==> src/rtl/chino_uart_tx_pkg.sv <==
// chino_uart_tx shared definitions: register offsets,
// STATUS bit positions, FSM states, divisor helper.
package chino_uart_tx_pkg;

  localparam logic [1:0] REG_TXDATA  = 2'd0;
  localparam logic [1:0] REG_STATUS  = 2'd1;
  localparam logic [1:0] REG_BAUDDIV = 2'd2;
  localparam logic [1:0] REG_CTRL    = 2'd3;

  localparam int ST_BUSY  = 0;
  localparam int ST_FULL  = 1;
  localparam int ST_EMPTY = 2;
  localparam int ST_CNT   = 3;
  localparam int ST_OVF   = 6;

  typedef enum logic [1:0] {
    S_IDLE  = 2'd0,
    S_START = 2'd1,
    S_DATA  = 2'd2,
    S_STOP  = 2'd3
  } tx_state_e;

  // A programmed divisor of 0 behaves as 1.
  function automatic logic [15:0] eff_div(
    input logic [15:0] d
  );
    return (d == 16'd0) ? 16'd1 : d;
  endfunction

endpackage

==> src/rtl/chino_sync_fifo.sv <==
// Synchronous FIFO, power-of-two depth, head visible on data_o.
// Ports: clk, rst_ni (sync low), push_i/data_i, pop_i, data_o, full_o, empty_o, count_o.
module chino_sync_fifo #(
  parameter int WIDTH = 8,
  parameter int DEPTH = 4
) (
  input  logic                   clk,
  input  logic                   rst_ni,
  input  logic                   push_i,
  input  logic [WIDTH-1:0]       data_i,
  input  logic                   pop_i,
  output logic [WIDTH-1:0]       data_o,
  output logic                   full_o,
  output logic                   empty_o,
  output logic [$clog2(DEPTH):0] count_o
);

  localparam int AW = $clog2(DEPTH);

  logic [WIDTH-1:0] mem_q [DEPTH];
  logic [AW-1:0]    wr_q, rd_q;
  logic [AW:0]      cnt_q;
  logic             do_push, do_pop;

  assign full_o  = (cnt_q == (AW+1)'(DEPTH));
  assign empty_o = (cnt_q == '0);
  assign count_o = cnt_q;
  assign data_o  = mem_q[rd_q];

  // A full FIFO still takes a push when the head leaves
  // in the same cycle.
  assign do_pop  = pop_i & ~empty_o;
  assign do_push = push_i & (~full_o | do_pop);

  always_ff @(posedge clk) begin
    if (!rst_ni) begin
      wr_q  <= '0;
      rd_q  <= '0;
      cnt_q <= '0;
    end else begin
      if (do_push) wr_q <= wr_q + AW'(1);
      if (do_pop)  rd_q <= rd_q + AW'(1);
      unique case ({do_push, do_pop})
        2'b10:   cnt_q <= cnt_q + (AW+1)'(1);
        2'b01:   cnt_q <= cnt_q - (AW+1)'(1);
        default: cnt_q <= cnt_q;
      endcase
    end
  end

  always_ff @(posedge clk) begin
    if (do_push) mem_q[wr_q] <= data_i;
  end

endmodule

==> src/rtl/chino_uart_tx.sv <==
// Memory-mapped 8N1 UART transmitter with TX FIFO and irq.
// Ports: clk, rst (sync low), ce_i/we_i/addr_i/sel_i/data_i bus in, data_o, tx_o, irq_o.
module chino_uart_tx #(
  parameter int          FIFO_DEPTH = 4,
  parameter logic [15:0] DIV_RESET  = 16'd868
) (
  input  logic        clk,
  input  logic        rst,
  input  logic        ce_i,
  input  logic        we_i,
  input  logic [31:0] addr_i,
  input  logic [3:0]  sel_i,
  input  logic [31:0] data_i,
  output logic [31:0] data_o,
  output logic        tx_o,
  output logic        irq_o
);

  import chino_uart_tx_pkg::*;

  localparam int CW = $clog2(FIFO_DEPTH) + 1;

  logic [1:0]    reg_sel;
  logic          wr_en, rd_en;
  logic          push, pop, drop;
  logic [7:0]    head;
  logic          full, empty;
  logic [CW-1:0] count;
  logic [31:0]   status;
  logic [15:0]   div_eff;

  logic          tx_en_q, tx_en_d;
  logic          irq_en_q, irq_en_d;
  logic          ovf_q, ovf_d;
  logic          irq_q, irq_d;
  logic [15:0]   div_q, div_d;

  tx_state_e     state_q, state_d;
  logic [15:0]   cnt_q, cnt_d;
  logic [2:0]    bit_q, bit_d;
  logic [7:0]    shift_q, shift_d;
  logic          bit_end;

  logic          unused_bits;
  assign unused_bits = ^{addr_i[31:4], addr_i[1:0],
                         data_i[31:16], sel_i[3:2]};

  assign reg_sel = addr_i[3:2];
  assign wr_en   = ce_i & we_i;
  assign rd_en   = ce_i & ~we_i;
  assign push    = wr_en & (reg_sel == REG_TXDATA) & sel_i[0];
  assign drop    = push & full & ~pop;
  assign div_eff = eff_div(div_q);
  assign bit_end = (cnt_q == 16'd0);
  assign irq_o   = irq_q;

  chino_sync_fifo #(
    .WIDTH (8),
    .DEPTH (FIFO_DEPTH)
  ) u_fifo (
    .clk     (clk),
    .rst_ni  (rst),
    .push_i  (push),
    .data_i  (data_i[7:0]),
    .pop_i   (pop),
    .data_o  (head),
    .full_o  (full),
    .empty_o (empty),
    .count_o (count)
  );

  always_comb begin
    tx_en_d  = tx_en_q;
    irq_en_d = irq_en_q;
    div_d    = div_q;
    ovf_d    = ovf_q | drop;
    if (wr_en) begin
      unique case (reg_sel)
        REG_TXDATA: ;
        REG_STATUS: begin
          if (sel_i[0] && data_i[ST_OVF])
            ovf_d = 1'b0;
        end
        REG_BAUDDIV: begin
          if (sel_i[0]) div_d[7:0]  = data_i[7:0];
          if (sel_i[1]) div_d[15:8] = data_i[15:8];
        end
        REG_CTRL: begin
          if (sel_i[0]) begin
            tx_en_d  = data_i[0];
            irq_en_d = data_i[1];
          end
        end
      endcase
    end
    irq_d = irq_en_q & empty & (state_q == S_IDLE);
  end

  always_comb begin
    status            = '0;
    status[ST_BUSY]   = (state_q != S_IDLE);
    status[ST_FULL]   = full;
    status[ST_EMPTY]  = empty;
    status[ST_CNT+:3] = 3'(count);
    status[ST_OVF]    = ovf_q;
  end

  always_comb begin
    data_o = '0;
    if (rd_en) begin
      unique case (reg_sel)
        REG_TXDATA:  data_o = '0;
        REG_STATUS:  data_o = status;
        REG_BAUDDIV: data_o = {16'h0, div_q};
        REG_CTRL:    data_o = {30'h0, irq_en_q, tx_en_q};
      endcase
    end
  end

  // The bit counter is loaded from BAUDDIV only at a bit
  // start, so a divisor change lands on the next boundary.
  always_comb begin
    state_d = state_q;
    cnt_d   = cnt_q;
    bit_d   = bit_q;
    shift_d = shift_q;
    pop     = 1'b0;
    unique case (state_q)
      S_IDLE: begin
        if (tx_en_q && !empty) begin
          pop     = 1'b1;
          shift_d = head;
          cnt_d   = div_eff - 16'd1;
          bit_d   = '0;
          state_d = S_START;
        end
      end
      S_START: begin
        if (bit_end) begin
          cnt_d   = div_eff - 16'd1;
          state_d = S_DATA;
        end else begin
          cnt_d = cnt_q - 16'd1;
        end
      end
      S_DATA: begin
        if (bit_end) begin
          cnt_d = div_eff - 16'd1;
          if (bit_q == 3'd7) begin
            state_d = S_STOP;
          end else begin
            bit_d   = bit_q + 3'd1;
            shift_d = {1'b0, shift_q[7:1]};
          end
        end else begin
          cnt_d = cnt_q - 16'd1;
        end
      end
      S_STOP: begin
        if (bit_end) state_d = S_IDLE;
        else         cnt_d   = cnt_q - 16'd1;
      end
    endcase
  end

  always_comb begin
    unique case (state_q)
      S_START: tx_o = 1'b0;
      S_DATA:  tx_o = shift_q[0];
      default: tx_o = 1'b1;
    endcase
  end

  always_ff @(posedge clk) begin
    if (!rst) begin
      tx_en_q  <= 1'b0;
      irq_en_q <= 1'b0;
      ovf_q    <= 1'b0;
      irq_q    <= 1'b0;
      div_q    <= DIV_RESET;
      state_q  <= S_IDLE;
      cnt_q    <= '0;
      bit_q    <= '0;
      shift_q  <= '0;
    end else begin
      tx_en_q  <= tx_en_d;
      irq_en_q <= irq_en_d;
      ovf_q    <= ovf_d;
      irq_q    <= irq_d;
      div_q    <= div_d;
      state_q  <= state_d;
      cnt_q    <= cnt_d;
      bit_q    <= bit_d;
      shift_q  <= shift_d;
    end
  end

endmodule

==> config.mk <==
export PLATFORM = sky130hd
export DESIGN_NAME = chino_uart_tx
export DESIGN_NICKNAME = d
export VERILOG_FILES = /design/src/rtl/chino_uart_tx_pkg.sv /design/src/rtl/chino_sync_fifo.sv /design/src/rtl/chino_uart_tx.sv
export SDC_FILE = /design/constraint.sdc
export NUM_CORES = 1
export LEC_CHECK = 0
export CAP_MARGIN = 20
export CORE_ASPECT_RATIO = 1.4
export CORE_MARGIN = 4
export CORE_UTILIZATION = 55
export CTS_CLUSTER_DIAMETER = 30
export DETAILED_ROUTE_END_ITERATION = 10
export GPL_ROUTABILITY_DRIVEN = 0
export HOLD_SLACK_MARGIN = 0.05
export PLACE_DENSITY = 0.86
export SYNTH_ARGS = -nofsm -noshare
export SYNTH_HDL_FRONTEND = slang
export SYNTH_SLANG_ARGS = --single-unit
==> constraint.sdc <==
create_clock -name clk -period 4.6 [get_ports clk]
set_clock_uncertainty 0.2 [all_clocks]
set_input_delay 0.92 -clock clk [delete_from_list [all_inputs] [get_ports clk]]
set_output_delay 0.92 -clock clk [all_outputs]
set_load 0.01 [all_outputs]
==> impl_metrics.ini <==
[job]
drv_cap = 0

[setup_path]
crit_required_ns = 3.48
reg2reg_to = u_fifo.count_o[2]$_SDFFE_PN0P_
r2r_slack_ns = 1.51
endpoint_kind = output pin
rr_worst_depth = 13
cp-start-kind = input pin
crit_arrival_ns = 2.90
r2r_start = state_q[0]$_SDFFE_PN0P_
crit_fanout = 8
critPathKind = input pin to output pin

[detailed_routing]
drt-initial-drc-count = 535
wl_per_cell_um = 18.44
drc = 0
wl_mm = 11.45
drtAntennaViolNets = 0
drtPass1Iterations = 6
via_per_inst = 6.357
vias = 3948

[die]
dieHeight_um = 118.7
rows = 40
io_pins = 106
die_x_um = 87.06
start_util_pct = 56.23
dieArea_sq_um = 10330
coreArea_sq_um = 8558

[sta]
max_freq_ghz = 0.2490
slew_headroom_pct = 34.78
rsz0062_at_grt = false
fin_setup_tns_ns = 0
tightestPinTransition_ns = 0.9694
finalHoldViolCount = 0
holdWs_ns = 0.2822
period_needed_ns = 4.016
setup_viol = 0
drv_slew = 0
post-route-period-util_pct = 87.31

[grt]
grt_pass1_vias = 3840
grt_first_pass_wirelength_mm = 19.00
grt.overflow.total = 0
grt_use_total_pct = 23.27
antenna_found_initial = 0
grt_max_degree = 34

[clocking]
ctsResizeCount = 0
postCtsSetupBuffers = 0
cts-root-buf = clkbuf_16
cts_tree = done
clock-sinks = 90
cts_hold_buf = 0
clk_pin_slew_ns = 0.06
cts-htree-levels = 3
cts_buffers = 9
clockBufferDepth = 2
clk_latency_ns = 0.34

[worst_hold_path]
min_from = bit_q[2]$_SDFFE_PN0P_
hold_path_depth = 2
min_path_type = flip-flop to flip-flop
whs_endpoint = bit_q[2]$_SDFFE_PN0P_

[yosys]
synth_edf_count = 32
ys_seq_area_share_pct = 44.10
synth_simple_gate_area_share_pct = 17.89
yosys_most_used_dff = dfxtp_1
yosys.area_share.xor_xnor_pct = 2.912
avgSynthCellArea_sq_um = 9.922
synth_area_sq_um = 4812
synth_compound_area_share_pct = 16.43
synth_fa_ha_area_share_pct = 3.796
synth_top_family_by_area = simple AND/OR/NAND/NOR gates
yosysUniqueCellTypes = 64
ys_warn_count = 0
syn_inst = 485
async_flop_share_pct = 0
muxShareOfSynthArea_pct = 8.138
ys_seq_elements = 90

[finish]
final_nets = 597
multiInputGateArea_sq_um = 2426
seq_area_sq_um = 2122
drive_above_1_share_pct = 8.527
synthToLayoutAreaGrowth_pct = 13.86
num-fill-cells = 642
diodes = 0

[power_and_ir_drop]
leakage_nw = 1.958
p_total_w = 0.001748
peakVddDrop_uv = 382.0
pwr_density_cell_nw_per_um2 = 319.1

[placed_design]
post-dp-hpwl_mm = 7.973
port_buffers = 41

[outcome]
outcome = completed
## cells in the final DEF (no fill, tap or decap), drive strengths merged, types with 3 or more instances in the layout
cell,n
a211oi,10
a21oi,32
a22oi,6
a32o,8
and2,15
buf,3
clkbuf,10
clkdlybuf4s50,41
conb,16
dfxtp,58
edfxtp,32
ha,13
inv,19
mux2i,20
mux4,8
nand2,35
nand2b,4
nand3,7
nand4,7
nand4b,4
nor2,42
nor2b,3
nor3,11
nor4,11
o211ai,3
o21ai,25
o22ai,9
o32ai,4
or2,3
or3,5
or4,3
xnor2,6
xor2,10
## synthesized netlist by cell type, types with 3 or more instances
| cell type | number | area share, % |
|---|---|---|
| or2_2 | 3 | 0.39 |
| mux4_2 | 8 | 3.7 |
| o32ai_1 | 4 | 0.73 |
| dfxtp_1 | 58 | 24 |
| mux2i_1 | 20 | 4.2 |
| nor4_1 | 9 | 1.2 |
| a22oi_1 | 6 | 0.94 |
| and2_1 | 15 | 2.0 |
| xor2_1 | 10 | 1.8 |
| nand4b_1 | 4 | 0.73 |
| a32o_1 | 8 | 1.7 |
| inv_1 | 17 | 1.3 |
| a21oi_1 | 29 | 3.0 |
| o22ai_1 | 8 | 1.0 |
| ha_1 | 13 | 3.4 |
| nand2b_1 | 4 | 0.52 |
| edfxtp_1 | 32 | 20 |
| buf_4 | 19 | 3.0 |
| nand4_1 | 6 | 0.78 |
| a21oi_2 | 3 | 0.55 |
| o211ai_1 | 3 | 0.47 |
| nor2_1 | 42 | 3.3 |
| o21ai_0 | 23 | 2.4 |
| xnor2_1 | 6 | 1.1 |
| a211oi_1 | 10 | 1.6 |
| buf_2 | 4 | 0.42 |
| nand3_1 | 7 | 0.73 |
| nor3_1 | 11 | 1.1 |
| nand2_1 | 35 | 2.7 |
| or3_1 | 5 | 0.65 |
| clkbuf_1 | 17 | 1.3 |
| nor2b_1 | 3 | 0.39 |
## state kept, by name, summed over array words and instances (netlist names), 2 cells and up, named ones only
register and flops:
u_fifo.mem_q 32, cnt_q 16, div_q 16, shift_q 8
bit_q 3, u_fifo.count_o 3, state_q 2, u_fifo.rd_q 2
u_fifo.wr_q 2
## metal layers
metal | track usage (%) | vias up | part of all wire (%)
met2 | 39.21 | 216 | 53
met5 | 0 | - | 0
met4 | 10.14 | 0 | 3.2
li1 | - | 1816 | -
met3 | 4.812 | 34 | 5.9
met1 | 28.12 | 1882 | 38
## worst max path at each step
stage	start	endpoint	slack (ns)	cells past startpoint
detailed placement	addr_i[2]	data_o[1]	0.68	5
floorplan	ce_i	u_fifo.count_o[2]$_SDFFE_PN0P_	1.72	11
global placement	addr_i[2]	data_o[1]	0.72	5
finish	addr_i[2]	data_o[1]	0.58	5
global route	addr_i[2]	data_o[1]	0.42	5
CTS	addr_i[2]	data_o[1]	0.66	5
## per-stage QoR
step | cell area, sq um | cells | setup slack (ns) | util, %
6_report | 5479 | 621 | 0.5837 | 64.02
5_1_grt | 5479 | 621 | 0.4204 | 64.02
4_1_cts | 5479 | 621 | 0.6552 | 64.02
3_5_place_dp | 5176 | 605 | 0.6821 | 60.48
3_3_place_gp | 5176 | 605 | 0.7155 | 60.48
2_1_floorplan | 4868 | 500 | 1.718 | -
## area by class of cell
class	instances	area share [%]
sequential	90	38.73
multi-input combinational	349	44.28
inverter	17	1.165
clock buffer	10	4.179
tap	105	2.398
clock inverter	6	1.347
timing repair buffer	44	7.901
## power by group
group          total (W)  leakage (nW)  switching [W]  internal (W)
Sequential      0.000845         0.756      0.0000116      0.000833
Clock           0.000738         0.141       0.000311      0.000427
Combinational   0.000165          1.06       0.000103     0.0000626
## logic make-up after synthesis
logic type,count (synthesis)
AOI/OAI and AO/OA,115
DFF,90
adders and majority gates,14
other,1
and+or+nand+nor,159
xor gates and xnor gates,16
muxes,29
buffers and inverters,61
## worst max-delay path: stages
cell             delay (ns)
clkdlybuf4s50_1        0.62
nor2b_1                0.48
a32oi_1                0.21
nor2_1                 0.12
clkdlybuf4s50_1        0.55
(Power assumes the default switching activity.)
